===== src/rtl/fetch_sequencer.sv =====
// Instruction-fetch controller: owns the word-addressed PC, drives IMEM and
// delivers fetched instructions to decode via an IF/ID valid/ready register.
module fetch_sequencer #(
    parameter logic [31:0] RESET_PC    = 32'd0,
    parameter int unsigned IMEM_DEPTH  = 16,
    parameter logic [5:0]  HALT_OPCODE = 6'b111111
) (
    input  logic        clk,
    input  logic        reset,
    input  logic        start,
    output logic [31:0] imem_addr,
    input  logic [31:0] imem_instr,
    input  logic        redirect_valid,
    input  logic [31:0] redirect_pc,
    input  logic        out_ready,
    output logic        out_valid,
    output logic [31:0] out_instr,
    output logic [31:0] out_pc,
    output logic [1:0]  state,
    output logic        halted,
    output logic        fault
);

    localparam int unsigned PC_W    = 32;
    localparam int unsigned OPC_MSB = 31;
    localparam int unsigned OPC_LSB = 26;

    typedef enum logic [1:0] {
        ST_IDLE  = 2'd0,
        ST_RUN   = 2'd1,
        ST_HALT  = 2'd2,
        ST_FAULT = 2'd3
    } state_t;

    state_t            state_q, state_d;
    logic [PC_W-1:0]   pc_q, pc_d;
    logic              valid_q, valid_d;
    logic [31:0]       instr_q, instr_d;
    logic [PC_W-1:0]   opc_q, opc_d;
    logic              accept_c;
    logic              is_halt_c;

    assign accept_c  = !valid_q || out_ready;
    assign is_halt_c = (imem_instr[OPC_MSB:OPC_LSB] == HALT_OPCODE);

    // State and IF/ID register
    always_ff @(posedge clk or posedge reset) begin
        if (reset) begin
            state_q   <= ST_IDLE;
            pc_q      <= RESET_PC;
            valid_q   <= 1'b0;
            instr_q   <= 32'd0;
            opc_q     <= 32'd0;
            halted    <= 1'b0;
            fault     <= 1'b0;
        end else begin
            state_q   <= state_d;
            pc_q      <= pc_d;
            valid_q   <= valid_d;
            instr_q   <= instr_d;
            opc_q     <= opc_d;
            halted    <= (state_d == ST_HALT);
            fault     <= (state_d == ST_FAULT);
        end
    end

    // Next-state and fetch decisions; redirect beats fault beats capture
    always_comb begin
        state_d = state_q;
        pc_d    = pc_q;
        valid_d = valid_q;
        instr_d = instr_q;
        opc_d   = opc_q;
        case (state_q)
            ST_IDLE: begin
                if (start) state_d = ST_RUN;
            end
            ST_RUN: begin
                if (redirect_valid) begin
                    pc_d    = redirect_pc;
                    valid_d = 1'b0;
                end else if (accept_c) begin
                    if (pc_q >= PC_W'(IMEM_DEPTH)) begin
                        state_d = ST_FAULT;
                        valid_d = 1'b0;
                    end else begin
                        instr_d = imem_instr;
                        opc_d   = pc_q;
                        valid_d = 1'b1;
                        if (is_halt_c) state_d = ST_HALT;
                        else           pc_d    = pc_q + PC_W'(1);
                    end
                end
            end
            default: begin
                // HALT/FAULT only drain the pending output
                if (out_ready) valid_d = 1'b0;
            end
        endcase
    end

    assign imem_addr = pc_q;
    assign out_valid = valid_q;
    assign out_instr = instr_q;
    assign out_pc    = opc_q;
    assign state     = state_q;

endmodule


===== config.mk =====
export PLATFORM = sky130hd
export DESIGN_NAME = fetch_sequencer
export DESIGN_NICKNAME = d
export VERILOG_FILES = /design/src/rtl/fetch_sequencer.sv
export SDC_FILE = /design/constraint.sdc
export NUM_CORES = 1
export LEC_CHECK = 0
export ABC_AREA = 1
export CAP_MARGIN = 20
export CORE_MARGIN = 4
export CORE_UTILIZATION = 47
export CTS_CLUSTER_DIAMETER = 60
export CTS_CLUSTER_SIZE = 14
export DETAILED_ROUTE_END_ITERATION = 7
export GPL_TIMING_DRIVEN = 0
export HOLD_SLACK_MARGIN = 0.06
export PLACE_DENSITY_LB_ADDON = 0.15
export RECOVER_POWER = 100
export SLEW_MARGIN = 0
export SYNTH_ARGS = -nofsm -noshare
export SYNTH_HDL_FRONTEND = slang
export SYNTH_SLANG_ARGS = --single-unit

===== constraint.sdc =====
create_clock -name clk -period 5.34 [get_ports clk]
set_input_delay 1.602 -clock clk [delete_from_list [all_inputs] [get_ports clk]]
set_output_delay 1.602 -clock clk [all_outputs]
set_load 0.03 [all_outputs]

==> Yosys cells after proc, flatten, opt, wreduce, memory -nomap -nowiden <==
Index checks and enable logic that the tools add are counted.
{ "classes": {"addsub": 1, "n_lt_le_gt_ge": 1, "eq_ne": 7, "mux": 15, "n_bitwise": 3, "reduce_logical": 8} }
{ "ops": {"columns": ["op", "count"], "rows": [
  ["two-way mux 32 bit", 4],
  ["adder 32 x 1 -> 32 bit, second input constant", 1],
  ["greater-or-equal comparator 32 x 5 -> 1 bit, second input constant", 1],
  ["two-way mux 2 bit", 5],
  ["AND reduction 4 bit", 2],
  ["== test 6 bit, second input constant", 1],
  ["== test 2 bit, second input constant", 2],
  ["two-way mux 1 bit", 4],
  ["!= test 2 bit, second input constant", 2],
  ["case mux 2 bit (2 select lines)", 1],
  ["nonzero test 2 bit", 2],
  ["!= test 3 bit, second input constant", 1],
  ["NOT 1 bit", 3],
  ["AND reduction 3 bit", 1],
  ["== test 2 x 1 -> 1 bit, second input constant", 1],
  ["zero test 2 bit", 1],
  ["case mux 1 bit (2 select lines)", 1],
  ["zero test 1 bit", 1],
  ["logical OR 1 bit", 1]
]} }
{ "totals": {"regBits": 101, "inputBits": 69, "output_inout_bits": 101, "word_cells": 42} }

==> Longest topological paths before layout <==
Gate-level depths: netlist (run 1).
{ "depth": {"word_depth": 7, "depth_mapped": 12, "depth_no_buf": 12} }

==> Least setup slack after synthesis (run 1) <==
Ideal clock, no wire load.
{ "synth_path": {"path_type": "input to register", "start": "input port redirect_valid", "end": "register opc_q[10], in the netlist out_pc[10]", "setup_ns": 0.114, "t_arrival_ns": 2.582, "t_required_ns": 5.226, "slack_ns": 2.643, "path_stages": 6, "path_buffers": 2, "path_cell_list": "buf_2 > nor3_1 > nand3_2 > clkbuf_1 > nand2_1 > inv_1"} }
{ "synth_between": {"elab_chain_cells": 2} }
{ "synth_lines": {"columns": ["item", "line_no", "text"], "rows": [
  ["start: declaration", "13", "input logic redirect_valid,"],
  ["NOT 1 bit (no source line)", null, null],
  ["AND reduction 4 bit (no source line)", null, null],
  ["end signal: assignment", "61", "opc_q <= opc_d;"],
  ["end: declaration", "39", "logic [PC_W-1:0] opc_q, opc_d;"]
]} }
Every way passes these cells.
A chain may end at the register's enable or synchronous reset.

==> Worst setup path in the final report (run 1) <==
{ "layout_path": {"start": "input port redirect_valid", "end": "register pc_q[8], in the netlist imem_addr[8]"} }
{ "layout_between": {"elab_chain_cells": 2, "word_cells_on_any_way": 5, "classes_between": "eq/ne (2); mux (1); reduce/logical (2)"} }
{ "layout_lines": {"columns": ["item", "line_no", "text"], "rows": [
  ["!= test 2 bit (no source line) / nonzero test 2 bit (equally long branches)", null, null],
  ["AND reduction 4 bit (no source line)", null, null],
  ["end signal: assignment", "58", "pc_q <= pc_d;"],
  ["end: declaration", "36", "logic [PC_W-1:0] pc_q, pc_d;"]
]} }
Parallel ways exist; a longest one is shown, timed or not.

==> flow_summary.yaml, run 1 <==
global_routing:
  overflow: 0
  grt_max_degree: 68
  antenna_found_initial: 1
  grt_pass1_vias: 5021
  grt_use_total_pct: 24.55
  grt_pass1_wl_mm: 25.01
clock_tree:
  ctsHoldBuffers: 0
  cts_made_buffers: 9
  cts_tree: "built"
  root_buffer: "clkbuf_8"
  clock_latency_ns: 0.38
  cts_resized: 0
  clock-sinks: 101
  postCtsSetupRepairBufs: 0
  htree_levels: 3
  max-clock-path-buffers: 2
  cts.clk_slew.worst_paths_ns: 0.10
sta:
  hold_viol_final: 0
  fmax_ghz: 0.2660
  drv_slew: 35
  tightest_slew_ns: 1.551
  rsz0062_at_grt: "false"
  finalClockSkew_ns: 0.009215
  fin_ws_ns: 1.580
  setup-violations-final: 0
  fin_crit_sh_pct: 70.41
  max-slew-margin-rel_pct: -3.970
  post-route-min-period_ns: 3.760
outcome:
  status: "finished with violations"
  violations: "capacitance limit, slew limit"
pwr:
  powerDensity_nw_per_um2: 197.6
  p_leak_uw: 0.003840
  ir_worst_vdd_mv: 0.1061
placed_design:
  place_congestion: 0.9516
  dp_slack_ns: 1.838
  dp.cells: 1023
  io_buffers: 169
  post-dp-hpwl_mm: 11.91
die:
  core_area_um2: 10840
  die_h_um: 113.1
  start_util_pct: 47.89
  ios: 170
  row_count: 38
  die-area_um2: 12790
  fp.dieW_um: 113.1
logic_synthesis:
  yosysSeqAreaShare_pct: 48.69
  synth_seq_cells: 101
  postSynthCellCount: 713
  netlist_area_um2: 5191
  synth_edf_count: 0
  avgSynthCellArea_um2: 7.281
  synth_cell_types: 29
  synth-main-ff-cell: "dfrtp_1"
  async_flop_share_pct: 100.0
  synth_warnings: 0
  syn_nets: 784
detailed_routing:
  totalWireLength_mm: 15.31
  routed-via-count: 5076
  vias_per_cell: 4.885
  ant_nets: 0
  drc_errors: 0
  drt_iter0_drc: 388
  dr.pass1.iters: 5
  routedWlPerCell_um: 14.74
setup_path:
  cp-end-kind: "flop"
  path_class: "primary input to flop"
  cp_max_fo: 10
  crit_arrival_ns: 4.04
  reg2reg_depth: 9
  required_ns: 5.62
  start_kind: "primary input"
finish:
  syn_to_final_growth_pct: 39.12
  nets: 965
  instances_no_fill: 1039
  insertedDiodeCount: 0
  drive_gt1_share_pct: 4.004
  nFillCells: 990
  postLayoutCoreUtil_pct: 66.62
hold_path:
  hp-class: "flop to flop"
  holdPathStages: 2
run:
  drv_cap: 1
## report_power, final
| part | total [uW] | internal, uW | switching [uW] |
|---|---|---|---|
| clock | 561 | 271 | 290 |
| combinational | 101 | 55.6 | 45.3 |
| sequential | 765 | 765 | 0.204 |
| total | 1430 | 1090 | 335 |
## final timing paths
check,slack (ns),to,from
worst max-delay path,1.58,imem_addr[8]$_DFFE_PP0P_,redirect_valid
worst min-delay path,0.47,out_pc[28]$_DFFE_PP0P_,out_pc[28]$_DFFE_PP0P_
worst max register to register,3.05,imem_addr[8]$_DFFE_PP0P_,imem_addr[6]$_DFFE_PP0P_
worst min register to register,0.47,out_pc[28]$_DFFE_PP0P_,out_pc[28]$_DFFE_PP0P_
max in group asynchronous,2.38,imem_addr[10]$_DFFE_PP0P_,reset
min in group asynchronous,2.04,out_pc[17]$_DFFE_PP0P_,reset
## layout by cell type, fill, tap and decap left out, types with 3 or more instances in the layout
master,synthesis,routed
xor2_1,3,3
o21ai_1,36,4
dfrtp_1,101,101
nor3_1,3,3
nand2_1,285,287
nand3_1,28,29
a21oi_1,6,6
buf_2,10,4
inv_1,103,102
o21ai_2,13,3
clkbuf_1,6,16
dlygate4sd3_1,0,104
or2_2,3,3
nor2_1,79,79
mux2i_1,5,5
clkbuf_8,0,9
clkdlybuf4s50_1,0,65
o21ai_0,10,52
## final cells by class
cell class / count / area (um2) / area share [%]
timing repair buffer: 170 / 1719 / 23.80
clock buffer: 9 / 123.9 / 1.715
clock inverter: 7 / 106.4 / 1.473
multi-input combinational: 487 / 2086 / 28.88
inverter: 103 / 387.9 / 5.371
tap: 140 / 175.2 / 2.426
sequential: 101 / 2527 / 35.00
buffer: 22 / 96.34 / 1.334
## cell usage after synthesis (2+ instances only)
| cell | number | area [um2] |
|---|---|---|
| nand2_1 | 285 | 1070 |
| inv_1 | 103 | 386.6 |
| dfrtp_1 | 101 | 2527 |
| nor2_1 | 79 | 296.5 |
| o21ai_1 | 36 | 180.2 |
| nand3_1 | 28 | 140.1 |
| o21ai_2 | 13 | 113.9 |
| buf_2 | 10 | 50.05 |
| o21ai_0 | 10 | 50.05 |
| a21oi_1 | 6 | 30.03 |
| clkbuf_1 | 6 | 22.52 |
| buf_6 | 5 | 56.30 |
| mux2i_1 | 5 | 50.05 |
| nand2_4 | 3 | 33.78 |
| nor3_1 | 3 | 15.01 |
| or2_2 | 3 | 18.77 |
| xor2_1 | 3 | 26.28 |
| ha_1 | 2 | 25.02 |
| nor2_2 | 2 | 12.51 |
## registers in the layout, summed over array words and instances (netlist names), named ones only
| register | flops |
|---|---|
| halted | 1 |
| out_pc | 32 |
| out_valid | 1 |
| out_instr | 32 |
| state | 1 |
| fault | 1 |
| imem_addr | 32 |
## logic make-up (layout without fill, tap and decap cells)
| family | count (synthesis) | in the layout | synth area share, % |
|---|---|---|---|
| fa+ha+maj | 2 | 2 | 0.4820 |
| flops | 101 | 101 | 48.69 |
| mux | 5 | 5 | 0.9641 |
| xor+xnor | 4 | 4 | 0.6750 |
| compound gates | 68 | 68 | 7.833 |
| simple gates | 408 | 408 | 31.33 |
| buf+inv | 125 | 311 | 10.03 |
## worst max-delay path, stage by stage
cell and delay [ns]:
dlygate4sd3_1 0.54, clkbuf_1 0.54, inv_1 0.29, nand2_1 0.17
nand2_1 0.25, clkbuf_1 0.35, o21ai_0 0.29
## per-stage QoR
stage | cell area, um2 | hold WS, ns | total power (uW) | TNS, ns
3_5_place_dp | 7088 | 0.4510 | 884.3 | 0
2_1_floorplan | 5191 | 0.6415 | 817.8 | 0
3_3_place_gp | 7058 | 0.4478 | 880.2 | -35.32
5_1_grt | 7222 | 0.4974 | 1487 | 0
4_1_cts | 7318 | 0.4767 | 1444 | 0
6_report | 7222 | 0.4691 | 1427 | 0
## layer usage
layer,up-vias,part of all wire (%),GRT usage (%)
met3,23,5.8,4.064
met5,-,0.078,0
met2,154,51,43.64
met4,2,1.9,6.891
li1,2523,-,-
met1,2374,41,30.92
Note: power is estimated with default switching activity, not from simulation.
==> run 2, diff against run 1 <==
==> constraint.sdc (replaced) <==
create_clock -name clk -period 3.9 [get_ports clk]
set_input_delay 1.17 -clock clk [delete_from_list [all_inputs] [get_ports clk]]
set_output_delay 1.17 -clock clk [all_outputs]
set_load 0.03 [all_outputs]
==> run 2 against run 1 <==
The flow still finishes with violations (capacitance limit, slew limit). Sequential share of layout area fell by 0.14 points. Power rose by 37%. Non-clock buffer count did not move. Final area rose by 0.40%. Largest cell class unchanged.
==> flow_summary.yaml, run 2 (synthesis results as in run 1) <==
finish:
  insertedDiodeCount: 0
  nets: 965
  final_cell_mix: "287 x nand2_1, 104 x dlygate4sd3_1, 102 x inv_1"
  drive_gt1_share_pct: 4.338
  post-route-cell-area_um2: 7251
  layout_commonest_cell: "nand2_1"
  syn_to_final_growth_pct: 39.67
global_routing:
  grt_pass1_vias: 5021
  overflow: 0
  grt_pass1_wl_mm: 25.01
  grt_use_total_pct: 24.55
  grt_max_degree: 68
  antenna_found_initial: 1
die:
  fp.dieW_um: 113.1
  die-area_um2: 12790
  ios: 170
  start_util_pct: 47.89
  row_count: 38
  die_h_um: 113.1
  core_area_um2: 10840
setup_path:
  cp_slowest_cell: "dlygate4sd3_1"
  path_class: "primary input to flop"
  reg2reg_depth: 8
  cpPeakStageDelay_ns: 0.54
  r2r_slack_ns: 1.73
  cp_max_fo: 10
  r2r-end: "out_instr[8]$_DFFE_PP0P_"
  crit_arrival_ns: 3.43
  reg2reg_from: "imem_addr[6]$_DFFE_PP0P_"
  required_ns: 4.17
  cp_common_cell: "nand2_1"
  crit_path_cell_trace: "dlygate4sd3_1 -> clkbuf_1 -> inv_1 -> nand2_1 -> nand2_1 -> buf_6 -> nand2_1 -> o21ai_2"
  start_kind: "primary input"
  cp-end-kind: "flop"
run:
  drv_cap: 1
pwr:
  p_leak_uw: 0.003861
  ir_worst_vdd_mv: 0.1475
  powerDensity_nw_per_um2: 269.8
detailed_routing:
  drc_errors: 0
  ant_nets: 0
  drt_iter0_drc: 436
  dr.pass1.iters: 5
  routed-via-count: 5078
  vias_per_cell: 4.887
  routedWlPerCell_um: 14.78
  totalWireLength_mm: 15.36
sta:
  rsz0062_at_grt: "false"
  setup-violations-final: 0
  fmax_ghz: 0.3160
  hold_viol_final: 0
  finalClockSkew_ns: 0.008750
  drv_slew: 35
  post-route-min-period_ns: 3.165
  max-slew-margin-rel_pct: -3.386
  fin_crit_sh_pct: 81.15
  timing.hold.ws_ns: 0.4679
  fin_ws_ns: 0.7351
  tightest_slew_ns: 1.542
clock_tree:
  clock-sinks: 101
  clock_latency_ns: 0.38
  cts_made_buffers: 9
  root_buffer: "clkbuf_8"
  cts_resized: 0
  ctsHoldBuffers: 0
  cts_tree: "built"
  htree_levels: 3
  postCtsSetupRepairBufs: 0
  cts.clk_slew.worst_paths_ns: 0.10
  max-clock-path-buffers: 2
outcome:
  status: "finished with violations"
  violations: "capacitance limit, slew limit"
hold_path:
  hold_end: "out_pc[28]$_DFFE_PP0P_"
  hp-class: "flop to flop"
  hold_start: "out_pc[28]$_DFFE_PP0P_"
  holdPathStages: 2
placed_design:
  dp_slack_ns: 0.8304
  post-dp-hpwl_mm: 11.91
  place_congestion: 0.9516
  dpl-instance-area_um2: 7088
  io_buffers: 169
[run 2: changes by cell type in the layout (fill, tap and decap cells not counted)]
cell	delta
nor2_1	+2
buf_6	+4
o21ai_2	+1
nor2_2	-2
o21ai_0	-1
clkbuf_1	-4
[run 2: through the flow]
stage	utilization [%]	setup TNS, ns	instances	total power, uW
2_1_floorplan	-	0	713	1120
3_3_place_gp	65.11	-137.13	1022	1205
3_5_place_dp	65.39	0	1023	1211
4_1_cts	67.51	0	1039	1977
5_1_grt	66.89	0	1039	2035
6_report	66.89	0	1039	1956
[run 2: worst max-delay path by stage]
stage                                          from                       end  slack [ns]  cells after the start
after detailed placement             redirect_valid           fault$_DFF_PP0_        0.83                      6
final                                redirect_valid  imem_addr[8]$_DFFE_PP0P_        0.74                      8
after floorplan                               reset                 async pin        0.08                      1
after global placement                        reset  imem_addr[4]$_DFFE_PP0P_       -1.37                      2
after CTS                 imem_addr[21]$_DFFE_PP0P_             imem_addr[21]        1.08                      1
after global routing                 redirect_valid  imem_addr[7]$_DFFE_PP0P_        0.57                      7
[run 2: power breakdown]
part           total [uW]  internal [uW]  switching (uW)
logic                 138           76.1            62.0
registers            1050           1050           0.279
clock network         771            371             399
total                1960           1490             462
[run 2: area by class of cell]
class / instances / area (um2)
Fill cell: 986 / 3590
Buffer: 22 / 126.4
Clock buffer: 9 / 123.9
Multi-Input combinational cell: 487 / 2085
Clock inverter: 7 / 106.4
Sequential cell: 101 / 2527
Tap cell: 140 / 175.2
Timing Repair Buffer: 170 / 1719
Inverter: 103 / 387.9
[run 2: per-layer routing]
metal	up-vias	share of wire (%)	GRT usage, %
li1	2522	-	-
met1	2370	42	30.92
met2	160	50	43.64
met3	24	5.4	4.064
met4	2	1.9	6.891
met5	-	0.078	0
[run 2: critical path, delay by kind of cell]
| family | cells | cell delay [ns] |
|---|---|---|
| compound gates | 1 | 0.07 |
| buf+inv | 4 | 1.64 |
| simple gates | 3 | 0.54 |
==> run 3, diff against run 2 <==
==> constraint.sdc (replaced) <==
create_clock -name clk -period 3.2 [get_ports clk]
set_input_delay 0.96 -clock clk [delete_from_list [all_inputs] [get_ports clk]]
set_output_delay 0.96 -clock clk [all_outputs]
set_load 0.03 [all_outputs]
==> run 3 against run 2 <==
Critical path type unchanged. Highest routed layer is now met4. First-iteration DRC count is 38% lower. The run now ends clean. Wire length is 1.2% lower. Largest power group unchanged. Critical path depth is 1 lower. Power is 15% higher. Cell count hardly changed. Utilization is 0.28 points lower. Flip-flop and latch count stayed put.
==> flow_summary.yaml, run 3 (synthesis results as in run 1) <==
detailed_routing:
  dr.pass1.iters: 6
  drt_iter0_drc: 271
  totalWireLength_mm: 15.18
  ant_nets: 0
  vias_per_cell: 4.877
  routedWlPerCell_um: 14.59
  drc_errors: 0
  routed-via-count: 5072
setup_path:
  cp-end-kind: "flop"
  start_kind: "primary input"
  required_ns: 3.43
  crit_path_end: "out_instr[25]$_DFFE_PP0P_"
  cp-startpoint: "redirect_valid"
  r2r-end: "imem_addr[1]$_DFFE_PP0P_"
  path_class: "primary input to flop"
  cp_max_fo: 10
  reg2reg_from: "imem_addr[6]$_DFFE_PP0P_"
  crit_arrival_ns: 3.01
  r2r_slack_ns: 0.97
  reg2reg_depth: 10
global_routing:
  grt_pass1_wl_mm: 24.34
  antenna_found_initial: 0
  grt_pass1_vias: 4882
  grt_use_total_pct: 23.88
  grt_max_degree: 44
  overflow: 0
die:
  die_h_um: 113.1
  core_area_um2: 10840
  row_count: 38
  die-area_um2: 12790
  start_util_pct: 47.89
  ios: 170
  fp.dieW_um: 113.1
clock_tree:
  cts.clk_slew.worst_paths_ns: 0.10
  root_buffer: "clkbuf_8"
  cts_tree: "built"
  clock-sinks: 101
  cts_made_buffers: 9
  postCtsSetupRepairBufs: 0
  max-clock-path-buffers: 2
  clock_latency_ns: 0.37
  htree_levels: 3
  cts_resized: 0
  ctsHoldBuffers: 0
finish:
  insertedDiodeCount: 0
  regArea_um2: 2527
  nets: 966
  multi_input_area_um2: 2095
  nFillCells: 960
  drive_gt1_share_pct: 4.556
  postLayoutCoreUtil_pct: 66.61
  layout_commonest_cell: "nand2_1"
  final_cell_mix: "287 x nand2_1, 104 x dlygate4sd3_1, 102 x inv_1"
  syn_to_final_growth_pct: 39.09
sta:
  fmax_ghz: 0.3601
  rsz0062_at_grt: "false"
  fin_crit_sh_pct: 86.77
  post-route-min-period_ns: 2.777
  setup-violations-final: 0
  max-slew-margin-rel_pct: 35.20
  fin_setup_tns_ns: 0
  finalClockSkew_ns: 0.01094
  hold_viol_final: 0
  fin_ws_ns: 0.4232
  drv_slew: 0
  tightest_slew_ns: 0.9666
placed_design:
  io_buffers: 169
  place_congestion: 0.9181
  dp_slack_ns: 0.3234
  post-dp-hpwl_mm: 11.92
pwr:
  p_leak_uw: 0.003843
  powerDensity_nw_per_um2: 310.6
  swShare_pct: 24.72
  p_int_uw: 1689
  ir_worst_vdd_mv: 0.2170
  pwr-share-seq_pct: 56.9
  combPwrFrac_pct: 7.6
  p_clk_share_pct: 35.5
  p_sw_uw: 554.4
hold_path:
  holdPathStages: 2
  hp-class: "flop to flop"
run:
  drv_cap: 0
outcome:
  status: "complete, no violations"
## run 3: changes by cell type in the layout (fill, tap and decap cells not counted)
cell,change
buf_12,+2
buf_6,-2
bufinv_16,-2
clkbuf_1,+2
o21ai_0,-2
o21ai_2,+2
buf_16,-1
clkbuf_8,+1
clkinv_4,+1
nor2_1,-1
nor2_2,+1
## run 3: area by class of cell
class	instances	area share [%]
repair buffers	171	23.98
flip-flops and latches	101	35.00
multi-input cells	487	29.01
well taps	140	2.426
clock inverters	6	0.7624
inverters	103	5.372
clock buffers	10	1.906
plain buffers	22	1.542
## run 3: critical path, cell delays in order
cell and delay, ns:
dlygate4sd3_1 0.57, buf_2 0.23, nor3_1 0.33, nand3_1 0.39
clkbuf_1 0.33, nand2_1 0.10, o21ai_0 0.09
## run 3: worst min path at each step
stage                           startpoint  slack, ns                endpoint
CTS                 out_pc[13]$_DFFE_PP0P_       0.48  out_pc[13]$_DFFE_PP0P_
global placement    out_pc[26]$_DFFE_PP0P_       0.45  out_pc[26]$_DFFE_PP0P_
detailed placement  out_pc[13]$_DFFE_PP0P_       0.45  out_pc[13]$_DFFE_PP0P_
floorplan           out_pc[24]$_DFFE_PP0P_       0.64  out_pc[24]$_DFFE_PP0P_
finish              out_pc[13]$_DFFE_PP0P_       0.47  out_pc[13]$_DFFE_PP0P_
global route        out_pc[14]$_DFFE_PP0P_       0.49  out_pc[14]$_DFFE_PP0P_
## run 3: per-layer routing
| layer | routed length, um | vias up | share of wire [%] | track usage, % |
|---|---|---|---|---|
| li1 | - | 2516 | - | - |
| met1 | 6464 | 2358 | 43 | 30.14 |
| met2 | 7591 | 177 | 50 | 42.22 |
| met3 | 829 | 21 | 5.5 | 3.583 |
| met4 | 292 | 0 | 1.9 | 7.532 |
| met5 | 0 | - | 0 | 0 |
## run 3: per-stage QoR
| step | hold slack (ns) | instance area, um2 | power [uW] | instances |
|---|---|---|---|---|
| floorplan | 0.6415 | 5195 | 1365 | 713 |
| global placement | 0.4477 | 7062 | 1469 | 1022 |
| detailed placement | 0.4509 | 7102 | 1477 | 1024 |
| CTS | 0.4776 | 7295 | 2264 | 1040 |
| global route | 0.4896 | 7221 | 2335 | 1040 |
| finish | 0.4686 | 7221 | 2243 | 1040 |
## run 3: power groups by stage
stage / combinational (uW) / clock (uW) / sequential [uW]
after floorplan: 61.4 / 0 / 1300
after global placement: 166 / 0 / 1300
after detailed placement: 175 / 0 / 1300
after CTS: 177 / 810 / 1280
after global routing: 188 / 870 / 1280
final: 170 / 796 / 1280
